`config.mk`:
```
export PLATFORM = sky130hd
export DESIGN_NAME = regfile_2r1w_sb
export DESIGN_NICKNAME = d
export VERILOG_FILES = /design/src/rtl/regfile_2r1w_sb.sv
export SDC_FILE = /design/constraint.sdc
export NUM_CORES = 1
export LEC_CHECK = 0
export CAP_MARGIN = 20
export CELL_PAD_IN_SITES_DETAIL_PLACEMENT = 2
export CELL_PAD_IN_SITES_GLOBAL_PLACEMENT = 2
export CORE_MARGIN = 3
export CORE_UTILIZATION = 46
export DETAILED_ROUTE_END_ITERATION = 10
export PLACE_DENSITY_LB_ADDON = 0.3
export REMOVE_ABC_BUFFERS = 1
export SETUP_SLACK_MARGIN = 0.2
export SYNTH_ARGS = -nofsm -noshare
export SYNTH_HDL_FRONTEND = slang
export SYNTH_SLANG_ARGS = --single-unit
```
`constraint.sdc`:
```
create_clock -name clk -period 7.3 [get_ports clk]
set_clock_uncertainty 0.2 [all_clocks]
set_input_delay 1.095 -clock clk [delete_from_list [all_inputs] [get_ports clk]]
set_output_delay 1.095 -clock clk [all_outputs]
set_load 0.02 [all_outputs]
```
`src/rtl/regfile_2r1w_sb.sv`:
```
// regfile_2r1w_sb: register file with one write port, two combinational read
// ports, optional write-to-read bypass, optional hardwired-zero entry 0, a
// per-entry busy scoreboard and a post-reset sequential clear sweep.
module regfile_2r1w_sb #(
  parameter int unsigned WIDTH    = 16,
  parameter int unsigned ADDR_W   = 4,
  parameter bit          ZERO_REG = 1'b0,
  parameter bit          BYPASS   = 1'b1
) (
  input  logic              clk,
  input  logic              rst,
  input  logic              reg_write_e,
  input  logic [ADDR_W-1:0] reg_write_dest,
  input  logic [WIDTH-1:0]  reg_write_data,
  input  logic              reserve_e,
  input  logic [ADDR_W-1:0] reserve_addr,
  input  logic [ADDR_W-1:0] reg_read_addr_a,
  output logic [WIDTH-1:0]  reg_read_data_a,
  output logic              reg_busy_a,
  input  logic [ADDR_W-1:0] reg_read_addr_b,
  output logic [WIDTH-1:0]  reg_read_data_b,
  output logic              reg_busy_b,
  output logic              init_done
);

  localparam int unsigned DEPTH = 2 ** ADDR_W;
  localparam logic [ADDR_W-1:0] ADDR_ZERO = {ADDR_W{1'b0}};
  localparam logic [ADDR_W-1:0] ADDR_LAST = {ADDR_W{1'b1}};
  localparam logic [ADDR_W-1:0] ADDR_ONE  = ADDR_W'(1);
  localparam logic [WIDTH-1:0]  DATA_ZERO = {WIDTH{1'b0}};

  typedef enum logic [0:0] {
    CLEAR = 1'b0,
    READY = 1'b1
  } state_e;

  state_e              state_q, state_d;
  logic [ADDR_W-1:0]   clr_ptr_q, clr_ptr_d;
  logic                init_done_q, init_done_d;
  logic [DEPTH-1:0]    busy_q, busy_d;
  logic [WIDTH-1:0]    mem_q [DEPTH];
  logic [WIDTH-1:0]    mem_d [DEPTH];

  logic                ready_s;
  logic                wr_ok_s;
  logic                res_ok_s;
  logic                byp_a_s;
  logic                byp_b_s;

  // Qualify write/reserve requests: entry 0 drops them when hardwired to zero.
  always_comb begin
    ready_s  = (state_q == READY);
    wr_ok_s  = reg_write_e && !(ZERO_REG && (reg_write_dest == ADDR_ZERO));
    res_ok_s = reserve_e && !(ZERO_REG && (reserve_addr == ADDR_ZERO));
    byp_a_s  = BYPASS && reg_write_e && (reg_write_dest == reg_read_addr_a);
    byp_b_s  = BYPASS && reg_write_e && (reg_write_dest == reg_read_addr_b);
  end

  // Next-state logic: clear sweep in CLEAR, write/reserve traffic in READY.
  always_comb begin
    state_d     = state_q;
    clr_ptr_d   = clr_ptr_q;
    init_done_d = init_done_q;
    busy_d      = busy_q;
    mem_d       = mem_q;
    case (state_q)
      CLEAR: begin
        mem_d[clr_ptr_q] = DATA_ZERO;
        clr_ptr_d        = clr_ptr_q + ADDR_ONE;
        if (clr_ptr_q == ADDR_LAST) begin
          state_d     = READY;
          init_done_d = 1'b1;
        end else begin
          state_d     = CLEAR;
          init_done_d = 1'b0;
        end
      end
      READY: begin
        // Write first so that a same-cycle reservation of the same entry wins.
        if (wr_ok_s) begin
          mem_d[reg_write_dest]  = reg_write_data;
          busy_d[reg_write_dest] = 1'b0;
        end else begin
          busy_d = busy_q;
        end
        if (res_ok_s) begin
          busy_d[reserve_addr] = 1'b1;
        end else begin
          clr_ptr_d = clr_ptr_q;
        end
      end
      default: begin
        state_d     = CLEAR;
        clr_ptr_d   = ADDR_ZERO;
        init_done_d = 1'b0;
        busy_d      = {DEPTH{1'b0}};
      end
    endcase
  end

  // Control state register with synchronous reset that restarts the sweep.
  always_ff @(posedge clk) begin
    if (rst) begin
      state_q     <= CLEAR;
      clr_ptr_q   <= ADDR_ZERO;
      init_done_q <= 1'b0;
      busy_q      <= {DEPTH{1'b0}};
    end else begin
      state_q     <= state_d;
      clr_ptr_q   <= clr_ptr_d;
      init_done_q <= init_done_d;
      busy_q      <= busy_d;
    end
  end

  // Storage array; the reset edge leaves contents alone, the sweep clears them.
  always_ff @(posedge clk) begin
    if (!rst) begin
      mem_q <= mem_d;
    end else begin
      mem_q <= mem_q;
    end
  end

  // Read port A data: clear state, hardwired zero, bypass, then array.
  always_comb begin
    if (!ready_s) begin
      reg_read_data_a = DATA_ZERO;
    end else if (ZERO_REG && (reg_read_addr_a == ADDR_ZERO)) begin
      reg_read_data_a = DATA_ZERO;
    end else if (byp_a_s) begin
      reg_read_data_a = reg_write_data;
    end else begin
      reg_read_data_a = mem_q[reg_read_addr_a];
    end
  end

  // Read port B data: same priority chain as port A.
  always_comb begin
    if (!ready_s) begin
      reg_read_data_b = DATA_ZERO;
    end else if (ZERO_REG && (reg_read_addr_b == ADDR_ZERO)) begin
      reg_read_data_b = DATA_ZERO;
    end else if (byp_b_s) begin
      reg_read_data_b = reg_write_data;
    end else begin
      reg_read_data_b = mem_q[reg_read_addr_b];
    end
  end

  // Busy flags: suppressed in CLEAR, on hardwired zero, and by a landing write.
  always_comb begin
    if (!ready_s) begin
      reg_busy_a = 1'b0;
      reg_busy_b = 1'b0;
    end else begin
      if ((ZERO_REG && (reg_read_addr_a == ADDR_ZERO)) || byp_a_s) begin
        reg_busy_a = 1'b0;
      end else begin
        reg_busy_a = busy_q[reg_read_addr_a];
      end
      if ((ZERO_REG && (reg_read_addr_b == ADDR_ZERO)) || byp_b_s) begin
        reg_busy_b = 1'b0;
      end else begin
        reg_busy_b = busy_q[reg_read_addr_b];
      end
    end
  end

  assign init_done = init_done_q;

endmodule

```
==> out/results.ini <==
[job]
cap_violations=0

[synth]
syn_area_per_cell_um2=11.75
synth_area_um2=15930
ys_seq_area_share_pct=51.02
netlist.area_leader.share_pct=48.26
syn_inst=1356
ys_ff_latch=278
yosysTopAreaCell=edfxtp_1
synthArstFlopShare_pct=0
yosys-top-cells-area=edfxtp_1 (48%), mux4_2 (19%), o21ai_0 (8.5%)
synth_edf_count=256
synth.distinct_cells=32
yosysWarnings=0
synth_flop_cell=edfxtp_1

[global_routing]
grt_use_total_pct=41.29
grt_pass1_wl_um=108700
grt_pass1_vias=14620
grt_max_degree=41
antenna_found_initial=1
globalRouteOverflowTotal=0

[cts]
clock_sinks=278
post_cts_resized=0
root_buffer=clkbuf_16
cts_hold_buf=0
cts_tree=built
clock_path_buffers=3
postCtsSetupRepairBufs=0
h-tree-depth=2
cts_buffers=35
path_clk_slew_ns=0.05
clk_latency_ns=0.53

[pwr]
swShare_pct=29.09
seq_power_share_pct=45.4
peakVddDrop_mv=0.1574
p_per_area_nw_per_um2=240.1
clockPowerShare_pct=39.9
combPwrFrac_pct=14.6
intPower_mw=3.081
p_leak_nw=6.422
p_switching_mw=1.264

[route]
dr.pass1.iters=6
wirelength_um=76230
wl_per_cell_um=40.81
num_vias=14310
drc=0
via_per_inst=7.661
final_antenna_net_count=0
drt_iter0_markers=2243

[worst_setup_path]
r2r_slack_ns=3.52
r2r-end=mem_q[86]
timing.rr.start=ready_s
crit_path_start_kind=primary input
arrival_ns=4.55
crit_required_ns=6.00
worst-path-max-fanout=16
rr_worst_depth=5
setup.worst_path.end_class=output pin
path_class=primary input to output pin

[timing]
whs_ns=0.2508
rsz0062_at_grt=false
drv_slew=0
fin_tns_setup_ns=0
slew_headroom_pct=21.22
hold_viol=0
finalSetupViolations=0
worstMarginPinSlew_ns=1.178
fin_crit_sh_pct=80.07
period_minus_slack_ns=5.845
fmax_mhz=171.1

[layout]
final_cell_mix=nand2_1 (298), o21ai_0 (272), edfxtp_1 (256)
nFillCells=3234
nets=1433
drive_above_1_share_pct=17.90
design_area_um2=18100
final_common_cell=nand2_1
syn_to_final_growth_pct=13.60

[die]
die_x_um=192.1
initial_core_util_pct=47.04
pin_count=71
row_count=67
die_area_um2=36900
chipHeight_um=192.1
core_um2=33870

[place]
place_area_um2=16990
dp_hpwl_um=45410
io_buffers=70
gp_congestion=0.8877

[worst_hold_path]
whs_endpoint=init_done
min_path_type=flip-flop to flip-flop
hold_path_depth=1
holdCritStartpoint=init_done

[outcome]
status=finished, final reports clean

==> layer usage <==
layer | track usage [%] | routed length (µm) | up-vias
met5 | 0 | 0 | -
met4 | 20.20 | 5029 | 0
met3 | 12.36 | 10060 | 352
met2 | 64.18 | 34080 | 1350
met1 | 53.01 | 27060 | 7314
li1 | - | - | 5294
==> state kept, by name, summed over array words and instances, names as in the netlist <==
signal	count
mem_q	256
init_done	1
clr_ptr_q	4
busy_q	16
ready_s	1
==> cell usage after synthesis, drive strengths merged (9+ instances only) <==
cell / count
a21oi: 44
a22o: 64
buf: 59
clkbuf: 59
dfxtp: 22
edfxtp: 256
mux4: 136
nand2: 298
nand3: 9
nor2: 46
nor2b: 15
o21ai: 272
o22ai: 32
==> cell type report <==
class                      instances  area, µm²  area share (%)
clock buffer                      46      969.7           5.358
timing repair buffer             118       1081           5.973
sequential                       278       8129           44.92
antenna                            1      2.502         0.01383
inverter                           3      11.26         0.06222
multi-input combinational        957       7238           40.00
tap                              448      560.5           3.097
clock inverter                    17      105.1          0.5808
==> critical path: stages <==
cell             delay, ns
clkdlybuf4s50_1       0.91
xor2_1                0.18
nor3_1                0.39
nand3_1               0.69
o22ai_1               0.57
clkdlybuf4s50_1       0.68
==> how the worst max path moves through the flow <==
stage | startpoint | endpoint | slack [ns] | depth (start not counted)
2_1_floorplan | reg_read_addr_a[2] | reg_read_data_a[14] | 3.70 | 4
3_3_place_gp | reg_read_addr_a[2] | reg_read_data_a[13] | 1.86 | 6
3_5_place_dp | reg_read_addr_a[2] | reg_read_data_a[13] | 1.78 | 6
4_1_cts | reg_read_addr_a[2] | reg_read_data_a[13] | 1.63 | 6
5_1_grt | reg_read_addr_a[2] | reg_read_data_a[2] | 1.48 | 6
6_report | reg_read_addr_a[2] | reg_read_data_a[2] | 1.46 | 6
==> stage by stage <==
step,power [mW],cells,utilization (%),worst slack [ns]
finish,4.346,1868,53.44,1.455
global route,4.409,1867,53.43,1.480
CTS,4.300,1864,53.35,1.627
detailed placement,2.564,1801,50.18,1.777
global placement,2.501,1797,50.01,1.861
floorplan,2.258,1238,-,3.699
==> logic make-up (layout without fill, tap and decap cells) <==
| kind of cell | Yosys count | in the layout | synth area share (%) |
|---|---|---|---|
| other | 0 | 1 | 0 |
| AO/OA/AOI/OAI | 424 | 424 | 15.25 |
| multiplexers | 139 | 139 | 19.42 |
| adder cells (fa/ha/maj) | 4 | 4 | 0.3142 |
| buffers and inverters | 121 | 184 | 3.974 |
| flip-flops | 278 | 278 | 51.02 |
| AND/OR/NAND/NOR | 379 | 379 | 9.417 |
| XOR/XNOR | 11 | 11 | 0.6048 |
==> power groups by stage <==
stage	logic [mW]	registers, mW	clock network (mW)
2_1_floorplan	0.314	1.94	0
3_3_place_gp	0.539	1.96	0
3_5_place_dp	0.577	1.99	0
4_1_cts	0.606	1.97	1.73
5_1_grt	0.650	1.98	1.78
6_report	0.637	1.97	1.74
Power figures use the tool's default switching activity.
